[config.mk]
export PLATFORM = sky130hd
export DESIGN_NAME = foy4_dec_flat
export DESIGN_NICKNAME = d
export VERILOG_FILES = /design/src/rtl/foy4_dec_if.sv /design/src/rtl/foy4_dec.sv /design/src/flat_wrapper.sv
export SDC_FILE = /design/constraint.sdc
export NUM_CORES = 1
export LEC_CHECK = 0
export CAP_MARGIN = 20
export CORE_ASPECT_RATIO = 1.75
export CORE_MARGIN = 3
export CORE_UTILIZATION = 45
export DETAILED_ROUTE_END_ITERATION = 10
export PLACE_DENSITY = 0.85
export SYNTH_ARGS = -nofsm -noshare
export SYNTH_HDL_FRONTEND = slang
export SYNTH_SLANG_ARGS = --single-unit
[constraint.sdc]
create_clock -name clk -period 1.6 [get_ports clk]
set_clock_uncertainty 0.1 [all_clocks]
set_input_delay 0.48 -clock clk [delete_from_list [all_inputs] [get_ports clk]]
set_output_delay 0.48 -clock clk [all_outputs]
set_load 0.05 [all_outputs]
[src/rtl/foy4_dec_if.sv]
// Symbol/decoder bus for foy4_dec: line-side inputs, level codes and decoded outputs.
// Everything except clk and reset travels over this interface.
interface foy4_dec_if #(
  parameter int CNT_W = 8
);
  logic             in_valid;
  logic [1:0]       sym;
  logic [1:0]       a;
  logic [1:0]       b;
  logic             d_out;
  logic             d_valid;
  logic [7:0]       byte_out;
  logic             byte_valid;
  logic             sym_err;
  logic             cfg_err;
  logic [CNT_W-1:0] err_cnt;

  modport master (
    output in_valid, sym, a, b,
    input  d_out, d_valid, byte_out, byte_valid, sym_err, cfg_err, err_cnt
  );

  modport slave (
    input  in_valid, sym, a, b,
    output d_out, d_valid, byte_out, byte_valid, sym_err, cfg_err, err_cnt
  );
endinterface

[src/rtl/foy4_dec.sv]
// foy4 line decoder: maps symbols to levels, recovers transition-coded bits,
// assembles LSB-first bytes and counts illegal symbols with saturation.
module foy4_dec #(
  parameter int CNT_W = 8
) (
  input  logic       clk,
  input  logic       reset,
  foy4_dec_if.slave  bus
);
  typedef enum logic {HUNT, LOCK} state_t;

  state_t           state_reg, state_next;
  logic             prev_level_reg, prev_level_next;
  logic [2:0]       bit_cnt_reg, bit_cnt_next;
  logic [7:0]       shift_reg, shift_next;
  logic             d_out_reg, d_out_next;
  logic             d_valid_reg, d_valid_next;
  logic [7:0]       byte_out_reg, byte_out_next;
  logic             byte_valid_reg, byte_valid_next;
  logic             sym_err_reg, sym_err_next;
  logic             cfg_err_reg;
  logic [CNT_W-1:0] err_cnt_reg, err_cnt_next;

  logic is_a, is_b, legal, level, dbit;

  always_comb begin
    state_next      = state_reg;
    prev_level_next = prev_level_reg;
    bit_cnt_next    = bit_cnt_reg;
    shift_next      = shift_reg;
    d_out_next      = d_out_reg;
    d_valid_next    = 1'b0;
    byte_out_next   = byte_out_reg;
    byte_valid_next = 1'b0;
    sym_err_next    = 1'b0;
    err_cnt_next    = err_cnt_reg;

    // Code a takes priority so a transient a==b still yields a defined level.
    is_a  = (bus.sym == bus.a);
    is_b  = (bus.sym == bus.b);
    legal = is_a | is_b;
    level = ~is_a;
    dbit  = level ^ prev_level_reg;

    if (bus.in_valid) begin
      if (cfg_err_reg) begin
        state_next = HUNT;
      end else if (!legal) begin
        sym_err_next = 1'b1;
        if (err_cnt_reg != {CNT_W{1'b1}})
          err_cnt_next = err_cnt_reg + CNT_W'(1);
        if (state_reg == LOCK) begin
          bit_cnt_next = 3'd0;
          state_next   = HUNT;
        end
      end else if (state_reg == HUNT) begin
        prev_level_next = level;
        state_next      = LOCK;
      end else begin
        d_out_next              = dbit;
        d_valid_next            = 1'b1;
        prev_level_next         = level;
        shift_next[bit_cnt_reg] = dbit;
        bit_cnt_next            = bit_cnt_reg + 3'd1;
        if (bit_cnt_reg == 3'd7) begin
          byte_out_next   = {dbit, shift_reg[6:0]};
          byte_valid_next = 1'b1;
        end
      end
    end
  end

  always_ff @(posedge clk or negedge reset) begin
    if (!reset) begin
      state_reg      <= LOCK;
      prev_level_reg <= 1'b0;
      bit_cnt_reg    <= 3'd0;
      shift_reg      <= 8'd0;
      d_out_reg      <= 1'b0;
      d_valid_reg    <= 1'b0;
      byte_out_reg   <= 8'd0;
      byte_valid_reg <= 1'b0;
      sym_err_reg    <= 1'b0;
      cfg_err_reg    <= 1'b0;
      err_cnt_reg    <= '0;
    end else begin
      state_reg      <= state_next;
      prev_level_reg <= prev_level_next;
      bit_cnt_reg    <= bit_cnt_next;
      shift_reg      <= shift_next;
      d_out_reg      <= d_out_next;
      d_valid_reg    <= d_valid_next;
      byte_out_reg   <= byte_out_next;
      byte_valid_reg <= byte_valid_next;
      sym_err_reg    <= sym_err_next;
      cfg_err_reg    <= (bus.a == bus.b);
      err_cnt_reg    <= err_cnt_next;
    end
  end

  assign bus.d_out      = d_out_reg;
  assign bus.d_valid    = d_valid_reg;
  assign bus.byte_out   = byte_out_reg;
  assign bus.byte_valid = byte_valid_reg;
  assign bus.sym_err    = sym_err_reg;
  assign bus.cfg_err    = cfg_err_reg;
  assign bus.err_cnt    = err_cnt_reg;
endmodule

[src/flat_wrapper.sv]
// flat-port wrapper written by rule: the top's interface ports become plain ports
module foy4_dec_flat 
#(
  parameter int CNT_W = 8
)
  (clk, reset, bus_in_valid, bus_sym, bus_a, bus_b, bus_d_out, bus_d_valid, bus_byte_out, bus_byte_valid, bus_sym_err, bus_cfg_err, bus_err_cnt);
  foy4_dec_if #(.CNT_W(CNT_W)) bus_i ();
  input  logic clk;
  input  logic reset;
  input wire logic [$bits(bus_i.in_valid)-1:0] bus_in_valid;
  input wire logic [$bits(bus_i.sym)-1:0] bus_sym;
  input wire logic [$bits(bus_i.a)-1:0] bus_a;
  input wire logic [$bits(bus_i.b)-1:0] bus_b;
  output wire logic [$bits(bus_i.d_out)-1:0] bus_d_out;
  output wire logic [$bits(bus_i.d_valid)-1:0] bus_d_valid;
  output wire logic [$bits(bus_i.byte_out)-1:0] bus_byte_out;
  output wire logic [$bits(bus_i.byte_valid)-1:0] bus_byte_valid;
  output wire logic [$bits(bus_i.sym_err)-1:0] bus_sym_err;
  output wire logic [$bits(bus_i.cfg_err)-1:0] bus_cfg_err;
  output wire logic [$bits(bus_i.err_cnt)-1:0] bus_err_cnt;
  assign bus_i.in_valid = bus_in_valid;
  assign bus_i.sym = bus_sym;
  assign bus_i.a = bus_a;
  assign bus_i.b = bus_b;
  assign bus_d_out = bus_i.d_out;
  assign bus_d_valid = bus_i.d_valid;
  assign bus_byte_out = bus_i.byte_out;
  assign bus_byte_valid = bus_i.byte_valid;
  assign bus_sym_err = bus_i.sym_err;
  assign bus_cfg_err = bus_i.cfg_err;
  assign bus_err_cnt = bus_i.err_cnt;
  foy4_dec #(.CNT_W(CNT_W)) u_core (.clk(clk), .reset(reset), .bus(bus_i));
endmodule
==> qor.yml <==
top_layer_used: "met4"
finalCritPeriodShare: 1.03
crit_family: "simple AND/OR/NAND/NOR gates"
synth_nets: 130
io_buffer_count: 29
final-setup-viol-count: 12
gp_congestion: 0.750
rows: 26
fin_nets: 194
viasPerCell: 5.61
grt_pass1_wl_um: 7360
wl_um: 4710
insertion_delay_ns: 0.29
leakagePower_nw: 1.22
critPathBufInv: 0
layout_common_cells: "buf_12, dfrtp_1, buf_4"
dr_total_vias: 1263
die_y_um: 81.6
area_growth_syn_to_layout_pct: 80.7
ctsLongestPathBuffers: 2
yosys_warnings: 0
max-vdd-ir-drop_mv: 1.63
cts_sinks: 33
synth_fa_ha_area_frac: 0.0255
antenna_cells: 0
path_class: "reg -> reg"
grt_pass1_vias: 1446
critical_path.max_stage_delay_ns: 0.41
synth_cell_types: 26
drt-met1-wl_um: 1540
drive_above_1_share: 0.617
drc_errors: 0
drv_cap: 0
syn_avg_cell_area_um2: 12.5
antenna_found_initial: 0
drtAntennaViolNets: 0
crit_slowest_cell: "dfrtp_2"
power_density_nw_per_um2: 1380
hold_violations: 0
ys_ff_latch: 33
status: "finished, violations left"
grt_max_degree: 34
timing.final.ws_setup_ns: -0.0499
endpoint_kind: "flip-flop"
reg2reg_slack_ns: -0.05
grtUsageTotal: 0.256
rsz0062_at_grt: "yes"
synth_compound_area_frac: 0.0247
max_freq_mhz: 606
worst_slew_pin_slew_ns: 0.450
fin_area_um2: 2660
dpl_cell_area_um2: 2250
start_kind: "flip-flop"
io_pins: 30
yosysSeqAreaShare: 0.563
clkSlewWorstSetupHoldPaths_ns: 0.07
relSlewSlack: 0.700
dr_wl_met3_um: 223
dieWidth_um: 49.2
fp.dieArea_um2: 4020
overflow: 0
cts-root-buf: "clkbuf_8"
synth_top_family_by_area: "simple AND/OR/NAND/NOR gates"
cts-htree-levels: 2
dp_cells: 207
slew_violations: 0
critPathArrivalTime_ns: 1.72
hpwlAfterDp_um: 2410
critPathMaxFanout: 8
cts_buffers: 5
synthMuxAreaShare: 0.138
drtIter0Drc: 37
cts_tree: "done"
hold_path.class: "in -> reg"
syn_inst: 118
utilization: 0.878
firstDrtPassIters: 4
synthSimpleGateAreaFrac: 0.150
synth_xor_xnor_area_share: 0.0834
wire_per_inst_um: 20.9
met2_length_um: 2670
crit_path_cell_trace: "and2b_2 > o221ai_4 > nor2_4 > mux2_4"
fin_cells: 225
synth_area_um2: 1470
period_needed_ns: 1.65
violations: "setup timing"
core_um2: 3030
cp.required_ns: 1.67
initial_core_util: 0.486
==> Yosys cell counts, drive strengths merged <==
cell	count	area (um^2)
dfrtp	32	801
mux2	18	203
xor2	13	114
nand2	9	33.8
nand3	7	40.0
nor2	6	22.5
nand4	4	25.0
ha	3	37.5
inv	3	11.3
nand4b	3	26.3
nor4	3	18.8
a21oi	2	10.0
and2	2	12.5
buf	2	12.5
nor2b	2	12.5
and2b	1	7.51
dfstp	1	26.3
nor3	1	5.00
nor3b	1	7.51
nor4b	1	8.76
o21ai	1	5.00
o221ai	1	15.0
o22ai	1	6.26
xnor2	1	8.76
==> cell families (layout without fill, tap and decap cells) <==
logic type	count (synthesis)	count (layout)
AOI/OAI and AO/OA	5	5
xor gates and xnor gates	14	14
adders and majority gates	3	3
buffers and inverters	5	68
DFF	33	33
muxes	18	18
and+or+nand+nor	40	42
==> what timing repair did <==
action,CTS,global route
setup buffers,6,2
resized for setup,56,18
hold buffers,0,0
pin swaps,9,14
setup endpoints to repair,32,29
cloned,3,0
==> routing by layer <==
metal,GRT usage,vias up
li1,-,544
met2,0.504,68
met4,0.140,0
met3,0.0490,26
met1,0.242,625
met5,0,-
==> where the power goes <==
part	internal [mW]	total (mW)	switching (mW)	leakage [nW]
sequential	1.02	1.21	0.187	0.424
clock	0.389	0.700	0.311	0.0542
combinational	0.863	1.76	0.898	0.741
==> through the flow <==
step / power [mW] / worst slack [ns] / TNS [ns] / hold WS [ns]
after floorplan: 1.85 / -0.129 / -2.00 / 0.0844
after global placement: 2.58 / -0.687 / -19.19 / 0.373
after detailed placement: 2.65 / -0.787 / -21.42 / 0.381
after CTS: 3.49 / -0.0157 / -0.0157 / 0.395
after global routing: 3.79 / -0.107 / -1.35 / 0.441
final: 3.67 / -0.0499 / -0.263 / 0.414
==> cell type report <==
| cell class | instances | area (um^2) |
|---|---|---|
| Multi-Input combinational cell | 82 | 875 |
| Clock inverter | 1 | 5.00 |
| Fill cell | 122 | 369 |
| Timing Repair Buffer | 57 | 781 |
| Inverter | 3 | 11.3 |
| Tap cell | 42 | 52.6 |
| Sequential cell | 33 | 836 |
| Clock buffer | 7 | 96.3 |
==> path summary, 6_finish.rpt <==
kind	startpoint	to	cells after the start
hold reg to reg	u_core.shift_reg[4]$_DFFE_PN0P_	u_core.bus.byte_out[4]$_DFFE_PN0P_	1
min in group asynchronous	reset	u_core.bit_cnt_reg[2]$_DFFE_PN0P_	2
hold / removal	bus_in_valid	u_core.state_reg$_DFFE_PN1P_	2
max in group asynchronous	reset	u_core.state_reg$_DFFE_PN1P_	2
setup reg to reg	u_core.bus.cfg_err$_DFF_PN0_	u_core.bus.err_cnt[1]$_DFFE_PN0P_	4
setup / recovery	u_core.bus.cfg_err$_DFF_PN0_	u_core.bus.err_cnt[1]$_DFFE_PN0P_	4
(Power assumes the default switching activity.)
